`src/rtl/pong_pkg.sv`:
```
// Shared pong definitions: field geometry, direction/score codes and the
// ball sequencing state type used by the ball and paddle datapaths.
package pong_pkg;

   localparam int H_RES     = 640;
   localparam int V_RES     = 480;
   localparam int BALL_SIZE = 8;

   localparam logic [1:0] DIR_RIGHT  = 2'b10;
   localparam logic [1:0] DIR_LEFT   = 2'b01;
   localparam logic [1:0] PONTO_MISS = 2'b01;
   localparam logic [1:0] PONTO_PLAY = 2'b10;

   typedef enum logic [1:0] {
      SERVE = 2'd0,
      MOVE  = 2'd1,
      MISS  = 2'd2
   } state_t;

endpackage

```
`src/rtl/tick_gen.sv`:
```
// Motion step generator: a free-running divider that emits a one-cycle
// pulse every TICK_DIV clocks, restarting its count on reset.
module tick_gen #(
   parameter int TICK_DIV = 250000
) (
   input  logic clock,
   input  logic reset,
   output logic tick
);

   localparam int             CW   = (TICK_DIV > 1) ? $clog2(TICK_DIV) : 1;
   localparam logic [CW-1:0]  LAST = CW'(TICK_DIV - 1);

   logic [CW-1:0] r_cnt;

   // Divider count, wrapping at TICK_DIV-1; the pulse marks the wrap cycle.
   always_ff @(posedge clock) begin
      if (!reset)
         r_cnt <= '0;
      else if (r_cnt == LAST)
         r_cnt <= '0;
      else
         r_cnt <= r_cnt + CW'(1);
   end

   assign tick = (r_cnt == LAST);

endmodule

```
`src/rtl/ball_motion.sv`:
```
// Ball kinematics: registered ball edges, one-pixel horizontal steps,
// paddle-sector vertical speed with wall bounce, and serve/miss sequencing.
module ball_motion #(
   parameter int H_RES       = 640,
   parameter int V_RES       = 480,
   parameter int BALL_SIZE   = 8,
   parameter int X_START     = 316,
   parameter int Y_START     = 236,
   parameter int TICK_DIV    = 250000,
   parameter int SERVE_TICKS = 60
) (
   input  logic       clock,
   input  logic       reset,
   input  logic [1:0] sentido_x,
   input  logic [1:0] ponto,
   input  logic       setor1,
   input  logic       setor2,
   input  logic       setor3,
   input  logic       setor4,
   input  logic       setor5,
   input  logic       setor6,
   output logic [9:0] Pos_bola_I_x,
   output logic [9:0] Pos_bola_F_x,
   output logic [9:0] Pos_bola_S_y,
   output logic [9:0] Pos_bola_I_y,
   output logic       ball_live
);

   import pong_pkg::*;

   localparam int                SC_W    = $clog2(SERVE_TICKS + 1);
   localparam logic [SC_W-1:0]   SC_LAST = SC_W'(SERVE_TICKS - 1);
   localparam logic [9:0]        EDGE    = 10'(BALL_SIZE - 1);
   localparam logic [9:0]        X_RST   = 10'(X_START);
   localparam logic [9:0]        Y_RST   = 10'(Y_START);
   localparam logic [9:0]        Y_FLOOR = 10'(V_RES - BALL_SIZE);
   localparam logic [10:0]       X_WALL  = 11'(H_RES - 1);
   localparam logic [10:0]       Y_WALL  = 11'(V_RES - 1);

   state_t          r_state;
   logic [9:0]      r_ix, r_fx, r_sy, r_iy;
   logic [1:0]      r_vy;
   logic            r_vup;
   logic [SC_W-1:0] r_sc;
   logic            r_live;

   logic            w_tick;
   logic [1:0]      w_vy;
   logic            w_vup;
   logic [9:0]      w_ix_nx;
   logic [9:0]      w_sy_nx;
   logic            w_vup_nx;
   logic [10:0]     w_vy11;

   tick_gen #(.TICK_DIV(TICK_DIV)) u_tick (
      .clock (clock),
      .reset (reset),
      .tick  (w_tick)
   );

   // Paddle-sector priority encoder: the topmost asserted sector sets speed/direction.
   always_comb begin
      w_vy  = r_vy;
      w_vup = r_vup;
      if (setor1)      begin w_vy = 2'd3; w_vup = 1'b1; end
      else if (setor2) begin w_vy = 2'd2; w_vup = 1'b1; end
      else if (setor3) begin w_vy = 2'd1; w_vup = 1'b1; end
      else if (setor4) begin w_vy = 2'd1; w_vup = 1'b0; end
      else if (setor5) begin w_vy = 2'd2; w_vup = 1'b0; end
      else if (setor6) begin w_vy = 2'd3; w_vup = 1'b0; end
   end

   // Candidate position for a tick in MOVE; wall checks use 11-bit sums so they never wrap.
   always_comb begin
      w_vy11   = {9'd0, w_vy};
      w_ix_nx  = r_ix;
      w_sy_nx  = r_sy;
      w_vup_nx = w_vup;
      if (sentido_x == DIR_RIGHT && {1'b0, r_fx} < X_WALL)
         w_ix_nx = r_ix + 10'd1;
      else if (sentido_x == DIR_LEFT && r_ix != 10'd0)
         w_ix_nx = r_ix - 10'd1;
      if (w_vy != 2'd0) begin
         if (w_vup) begin
            if ({1'b0, r_sy} <= w_vy11) begin
               w_sy_nx  = 10'd0;
               w_vup_nx = 1'b0;
            end else begin
               w_sy_nx = r_sy - {8'd0, w_vy};
            end
         end else begin
            if ({1'b0, r_iy} + w_vy11 >= Y_WALL) begin
               w_sy_nx  = Y_FLOOR;
               w_vup_nx = 1'b1;
            end else begin
               w_sy_nx = r_sy + {8'd0, w_vy};
            end
         end
      end
   end

   // Serve/move/miss sequencer with all ball edges registered together.
   always_ff @(posedge clock) begin
      if (!reset) begin
         r_state <= SERVE;
         r_ix    <= X_RST;
         r_fx    <= X_RST + EDGE;
         r_sy    <= Y_RST;
         r_iy    <= Y_RST + EDGE;
         r_vy    <= 2'd0;
         r_vup   <= 1'b0;
         r_sc    <= '0;
         r_live  <= 1'b0;
      end else begin
         case (r_state)
            SERVE: begin
               if (w_tick) begin
                  if (r_sc == SC_LAST) begin
                     r_state <= MOVE;
                     r_sc    <= '0;
                     r_live  <= 1'b1;
                  end else begin
                     r_sc <= r_sc + SC_W'(1);
                  end
               end
            end
            MOVE: begin
               if (ponto == PONTO_MISS) begin
                  r_state <= MISS;
                  r_sc    <= '0;
                  r_live  <= 1'b0;
               end else begin
                  r_vy  <= w_vy;
                  r_vup <= w_vup;
                  if (w_tick) begin
                     r_ix  <= w_ix_nx;
                     r_fx  <= w_ix_nx + EDGE;
                     r_sy  <= w_sy_nx;
                     r_iy  <= w_sy_nx + EDGE;
                     r_vup <= w_vup_nx;
                  end
               end
            end
            MISS: begin
               if (w_tick) begin
                  if (r_sc == SC_LAST) begin
                     r_state <= SERVE;
                     r_sc    <= '0;
                     r_ix    <= X_RST;
                     r_fx    <= X_RST + EDGE;
                     r_sy    <= Y_RST;
                     r_iy    <= Y_RST + EDGE;
                     r_vy    <= 2'd0;
                     r_vup   <= 1'b0;
                  end else begin
                     r_sc <= r_sc + SC_W'(1);
                  end
               end
            end
            default: begin
               r_state <= SERVE;
               r_sc    <= '0;
               r_live  <= 1'b0;
            end
         endcase
      end
   end

   assign Pos_bola_I_x = r_ix;
   assign Pos_bola_F_x = r_fx;
   assign Pos_bola_S_y = r_sy;
   assign Pos_bola_I_y = r_iy;
   assign ball_live    = r_live;

endmodule

```
`config.mk`:
```
export PLATFORM = sky130hd
export DESIGN_NAME = ball_motion
export DESIGN_NICKNAME = d
export VERILOG_FILES = /design/src/rtl/pong_pkg.sv /design/src/rtl/tick_gen.sv /design/src/rtl/ball_motion.sv
export SDC_FILE = /design/constraint.sdc
export NUM_CORES = 1
export LEC_CHECK = 0
export CORE_MARGIN = 4
export CORE_UTILIZATION = 50
export DETAILED_ROUTE_END_ITERATION = 10
export PLACE_DENSITY = 0.7
export SLEW_MARGIN = 10
export SYNTH_ARGS = -nofsm -noshare
export SYNTH_HDL_FRONTEND = slang
export SYNTH_SLANG_ARGS = --single-unit
```
`constraint.sdc`:
```
create_clock -name clock -period 5.15 [get_ports clock]
set_input_delay 1.03 -clock clock [delete_from_list [all_inputs] [get_ports clock]]
set_output_delay 1.03 -clock clock [all_outputs]
set_load 0.005 [all_outputs]
```
== Word level (Yosys, flattened, before mapping) ==
Index checks and enable logic that the tools add are counted.

* Bits in registers: 70
* Output and inout port bits: 41
* Word-level logic and storage cells: 115

* Reductions and logical operators: 13
* Multiplexer cells: 63
* Equal/unequal tests: 15
* $add $sub $neg: 9
* Bitwise operators: 2
* Order comparisons: 3

{| class="wikitable"
|+ Operators by type and width
! cell !! count
|-
| $mux 10 || 22
|-
| $pmux 10 s2 || 4
|-
| $mux 2 || 12
|-
| $add 10x3->10 const B || 2
|-
| $add 18x1->18 const B || 1
|-
| $eq 18x18->1 const B || 1
|-
| $mux 6 || 3
|-
| $mux 1 || 17
|-
| $pmux 6 s2 || 1
|-
| $add 10x2->11 || 1
|-
| $ge 11x9->1 const B || 1
|-
| $add 10x1->10 const B || 1
|-
| $add 10x2->10 || 1
|-
| $le 10x2->1 || 1
|-
| $lt 10x10->1 const B || 1
|-
| $reduce_and 5->1 || 2
|-
| $reduce_bool 10->1 || 1
|-
| $sub 10x1->10 const B || 1
|-
| $sub 10x2->10 || 1
|-
| $ne 2x1->1 const B || 4
|-
| $ne 2x2->1 const B || 4
|-
| $reduce_and 4->1 || 2
|-
| $add 6x1->6 const B || 1
|-
| $eq 2x1->1 const B || 3
|-
| other kinds (12) || 17
|}

== Logic depth before layout (Yosys ltp) ==
* Word-level depth: 15
* Gate-level depth with buffers: 19
* Gate-level depth less buffers: 18

== Cells and area by module ==
Synthesis repeated with hierarchy kept, for this count alone.

* Cell total of the unflattened synthesis: 551
* Area, all modules: 4501.8 µm²

{| class="wikitable"
|+ By module, submodules not included
! module !! area an instance (µm²) !! cells an instance !! instances !! sequential area each (µm²)
|-
| ball_motion || 3674.8 || 459 || 1 || 1041.0
|-
| tick_gen || 827.0 || 92 || 1 || 360.3
|}

== Least setup slack after synthesis ==
Ideal clock, no wire load.

* Path type: in2reg
* Start point: in setor5
* End point: reg r_iy[7] (netlist: Pos_bola_I_y[7])
* Required time: 5.033 ns
* Path buffers: 1
* Slack: 0.962 ns
* Setup time: 0.117 ns
* Stages: 15
* Arrival: 4.071 ns
* Cell sequence: nor3_1 -> o31ai_1 -> inv_1 -> fa_1 -> nand4b_1 -> a21o_1 -> a31oi_1 -> o21ai_2 -> buf_2 -> a31o_2 -> a211oi_2 -> nor3_2 -> and3_1 -> xor2_1 -> o22a_1

* Word-level cells in the longest chain between the ends: 14
* Elaborated cells between the ends (all ways): 24
* Those cells by class: add/sub: 4; order compare: 2; mux: 17; reduce/logical: 1

{| class="wikitable"
|+ Ends and longest elaborated chain
! what !! RTL line !! source
|-
| from (decl) || ball_motion.sv:20 || <nowiki>input logic setor5,</nowiki>
|-
| $mux 2 || ball_motion.sv:69 || <nowiki>else if (setor5) begin w_vy = 2'd2; w_vup = 1'b0; end</nowiki>
|-
| $mux 2 || ball_motion.sv:68 || <nowiki>else if (setor4) begin w_vy = 2'd1; w_vup = 1'b0; end</nowiki>
|-
| $mux 2 || ball_motion.sv:67 || <nowiki>else if (setor3) begin w_vy = 2'd1; w_vup = 1'b1; end</nowiki>
|-
| $mux 2 || ball_motion.sv:66 || <nowiki>else if (setor2) begin w_vy = 2'd2; w_vup = 1'b1; end</nowiki>
|-
| $mux 2 || ball_motion.sv:65 || <nowiki>if (setor1) begin w_vy = 2'd3; w_vup = 1'b1; end</nowiki>
|-
| $add 10x2->11 || ball_motion.sv:92 || <nowiki>if ({1'b0, r_iy} + w_vy11 >= Y_WALL) begin</nowiki>
|-
| $ge 11x9->1 || ball_motion.sv:92 ||
|-
| $mux 10 || ball_motion.sv:92 ||
|-
| $mux 10 || ball_motion.sv:84 || <nowiki>if (w_vup) begin</nowiki>
|-
| $mux 10 * || ball_motion.sv:83 || <nowiki>if (w_vy != 2'd0) begin</nowiki>
|-
| $add 10x3->10 * || ball_motion.sv:139 || <nowiki>r_iy <= w_sy_nx + EDGE;</nowiki>
|-
| $mux 10 * || ball_motion.sv:135 || <nowiki>if (w_tick) begin</nowiki>
|-
| $mux 10 * || ball_motion.sv:128 || <nowiki>if (ponto == PONTO_MISS) begin</nowiki>
|-
| $pmux 10 s2 * || ball_motion.sv:115 || <nowiki>case (r_state)</nowiki>
|-
| to (signal assigned) || ball_motion.sv:109 || <nowiki>r_iy <= Y_RST + EDGE;</nowiki>
|-
| to (signal assigned) || ball_motion.sv:139 ||
|-
| to (signal assigned) || ball_motion.sv:152 || <nowiki>r_iy <= Y_RST + EDGE;</nowiki>
|-
| to (decl) || ball_motion.sv:41 || <nowiki>logic [9:0] r_ix, r_fx, r_sy, r_iy;</nowiki>
|}

Every way passes the cells marked *; elsewhere a longest branch is shown, timed or not. The select of a mux whose other input is x is not followed.
A chain may end at the register's enable or synchronous reset.

== Worst setup path after layout ==
* Start point: in setor6
* End point: reg r_iy[6] (netlist: Pos_bola_I_y[6])

* Word-level cells in the longest chain between the ends: 15
* Elaborated cells between the ends (all ways): 26
* Those cells by class: add/sub: 4; order compare: 2; mux: 19; reduce/logical: 1

{| class="wikitable"
|+ Ends and longest elaborated chain
! what !! RTL line !! source
|-
| from (decl) || ball_motion.sv:21 || <nowiki>input logic setor6,</nowiki>
|-
| $mux 2 || ball_motion.sv:70 || <nowiki>else if (setor6) begin w_vy = 2'd3; w_vup = 1'b0; end</nowiki>
|-
| $mux 2 || ball_motion.sv:69 ||
|-
| $mux 2 || ball_motion.sv:68 ||
|-
| $mux 2 || ball_motion.sv:67 ||
|-
| $mux 2 || ball_motion.sv:66 ||
|-
| $mux 2 || ball_motion.sv:65 ||
|-
| $add 10x2->11 || ball_motion.sv:92 ||
|-
| $ge 11x9->1 || ball_motion.sv:92 ||
|-
| $mux 10 || ball_motion.sv:92 ||
|-
| $mux 10 || ball_motion.sv:84 ||
|-
| $mux 10 * || ball_motion.sv:83 ||
|-
| $add 10x3->10 * || ball_motion.sv:139 ||
|-
| $mux 10 * || ball_motion.sv:135 ||
|-
| $mux 10 * || ball_motion.sv:128 ||
|-
| $pmux 10 s2 * || ball_motion.sv:115 ||
|}

Marked as above.

==> impl_metrics.csv <==
group,metric,value,unit
cts,cts_sinks,70,
synthesis,synth_cell_type_count,77,
final_layout,area_growth,16.9,%
worst_setup_path,required,5.44,ns
cts,htreeDepth,3,
grt,use_met2,36.9,%
grt,grt_pass1_vias,3920,
timing,relSlewSlack,46.2,%
min_path,hold_class,"flip-flop to flip-flop",
final_layout,fin_util,59.8,%
floorplan,ios,53,
timing,period_minus_slack,4.48,ns
synthesis,synth-edff-count,0,
synthesis,ys_ff_latch,70,
synthesis,ys.flop_type,"dfxtp_1",
cts,ctsResizeCount,0,
cts,holdBufCountCts,0,
floorplan,rows,34,
timing,tightest_slew,0.799,ns
detailed_routing,wl_per_cell,16.0,um
grt,grt_usage,22.5,%
grt,grt_overflow,0,
timing,fmaxAchievable,223,MHz
final_layout,drive_gt1_share,9.92,%
floorplan,die_area,10500,um2
pwr,cellPowerDensity,196,nW/um2
detailed_routing,wl,11.4,mm
worst_setup_path,cp.arrival,4.77,ns
synthesis,netlist_area,4460,um2
synthesis,syn_area_per_cell,8.02,um2
detailed_routing,vias_per_cell,5.84,
floorplan,placeableCoreArea,8720,um2
detailed_routing,drtIter0Drc,231,
detailed_routing,drc,0,
pwr,p_leak,1.86,nW
place,portBuffers,52,
run_status,status,"finished, final reports clean",
timing,slew_viol_final,0,
grt,top_usage_layer,"met2",
final_layout,nets,628,
timing,tns,0,ns
cts,cts_buffers,9,
place,hpwlAfterDp,8.53,mm
job,drv_cap,0,
detailed_routing,drt.antenna.violating_nets,0,
cts,cts_buffer_depth,2,
pwr,vdd_drop_max,151,uV
synthesis,ys_seq_area_share,31.4,%
detailed_routing,vias,4165,
min_path,min_path_cells,1,
worst_setup_path,reg2reg_depth,18,
place,gp_congestion,0.858,
final_layout,final_common_cell,"dfxtp_1",
synthesis,synthCells,556,
worst_setup_path,crit_fanout,13,
grt,gr-usage-met3,4.30,%
timing,setup_violations,0,
cts,tritoncts,"built",
grt,grt_max_degree,23,
final_layout,diodes,0,
grt,grt_pass1_wl,18.7,mm
worst_setup_path,setup.worst_path.class,"input port to flip-flop",
grt,antenna_found_initial,0,
synthesis,synth_nets,584,
timing,hold_viol,0,
pwr,finalPower,0.00102,W
cts,path_clk_slew,0.08,ns
timing,final.period_utilization,86.9,%
cts,clk_latency,0.34,ns
timing,finClkSkew,0.00762,ns
worst_setup_path,worstSetupStartpointType,"input port",
final_layout,final_cell_mix,"dfxtp_1 (70), nand2_1 (59), nor2_1 (57)",
cts,cts_setup_buffers,0,
synthesis,synth_warnings,0,
grt,met1_usage,29.8,%
floorplan,die_h,102,um
floorplan,die_w,102,um
synthesis,ys_async_sr_fraction,0,%
timing,finalHoldWorstSlack,0.441,ns
worst_setup_path,critPathCaptureType,"flip-flop",
detailed_routing,dr.pass1.iters,5,
cts,root_buffer,"clkbuf_8",
timing,rsz0062_at_grt,"no",
floorplan,initial_utilization,51.2,%
## worst paths after layout
kind                           to       startpoint  slack (ns)
hold / removal    u_tick.r_cnt[0]  u_tick.r_cnt[0]        0.44
hold reg to reg   u_tick.r_cnt[0]  u_tick.r_cnt[0]        0.44
setup reg to reg  Pos_bola_I_y[6]          r_vy[0]        1.48
setup / recovery  Pos_bola_I_y[6]           setor6        0.67
## stage by stage
stage	cells	cell area, um2	setup WS [ns]
CTS	713	5210	0.640
global placement	697	5040	0.421
floorplan	556	4460	0.962
global route	713	5210	0.307
finish	713	5210	0.674
detailed placement	697	5040	0.328
## report_power, final
group          internal, W  switching, W  total [W]
sequential        0.000543    0.00000126   0.000544
clock             0.000175      0.000217   0.000392
combinational    0.0000362     0.0000485  0.0000847
## area by class of cell
cell class | count | area [um2]
Sequential cell | 70 | 1400
Tap cell | 108 | 135
Timing Repair Buffer | 61 | 588
Fill cell | 792 | 3510
Clock inverter | 7 | 50.0
Multi-Input combinational cell | 442 | 2860
Inverter | 16 | 60.1
Clock buffer | 9 | 124
## metal layers
layer  up-vias  wire length [um]
met4         0               204
li1       2059                 -
met1      1962              5100
met3        22               639
met5         -                 0
met2       122              5480
## state kept, by name, summed over array words and instances, names as in the netlist
signal and flops:
Pos_bola_I_x 10, ball_live 1, Pos_bola_I_y 10, Pos_bola_F_x 10, r_vup 1, r_state 2, u_tick.r_cnt 18, r_sc 6
Pos_bola_S_y 10, r_vy 2
## cells by family (layout without fill, tap and decap cells)
family | Yosys count | count (layout) | synth area share [%]
compound gates | 121 | 121 | 18.6
xor+xnor | 47 | 47 | 9.39
fa+ha+maj | 16 | 16 | 4.99
buf+inv | 44 | 93 | 4.60
flops | 70 | 70 | 31.4
mux | 3 | 3 | 0.729
simple gates | 255 | 255 | 30.3
## worst max-delay path, cell delays in order
cell	delay, ns
clkdlybuf4s50_1	0.50
nor2_1	0.05
nor2_1	0.08
nor3_1	0.05
o21bai_1	0.23
ha_1	0.26
inv_1	0.07
fa_1	0.48
and3b_1	0.19
a31oi_1	0.16
a31oi_1	0.11
o21ai_2	0.22
a31o_2	0.28
inv_1	0.05
ha_1	0.23
a211oi_1	0.27
and2_1	0.21
xor2_1	0.17
o22a_1	0.13
## cells in the mapped netlist, types with 5 or more instances
cell type	n	area, um2
a22oi_1	5	37.5
nand2_1	59	221
and3_1	13	81.3
inv_1	16	60.1
o31ai_1	5	37.5
nor4_1	5	31.3
a21boi_0	5	37.5
nor2_1	57	214
o22a_1	6	52.6
xnor2_1	20	175
or3_1	6	37.5
ha_1	13	163
nor3b_1	5	37.5
nand3_1	32	160
a31oi_1	8	50.1
nor3_1	10	50.1
o21ai_0	30	150
and2_1	16	100
o22ai_1	7	43.8
nand4_1	7	43.8
clkbuf_1	14	52.6
a21oi_1	18	90.1
dfxtp_1	70	1400
xor2_1	26	228
buf_2	8	40.0
nor2b_1	9	56.3
Note: power is estimated with default switching activity, not from simulation.
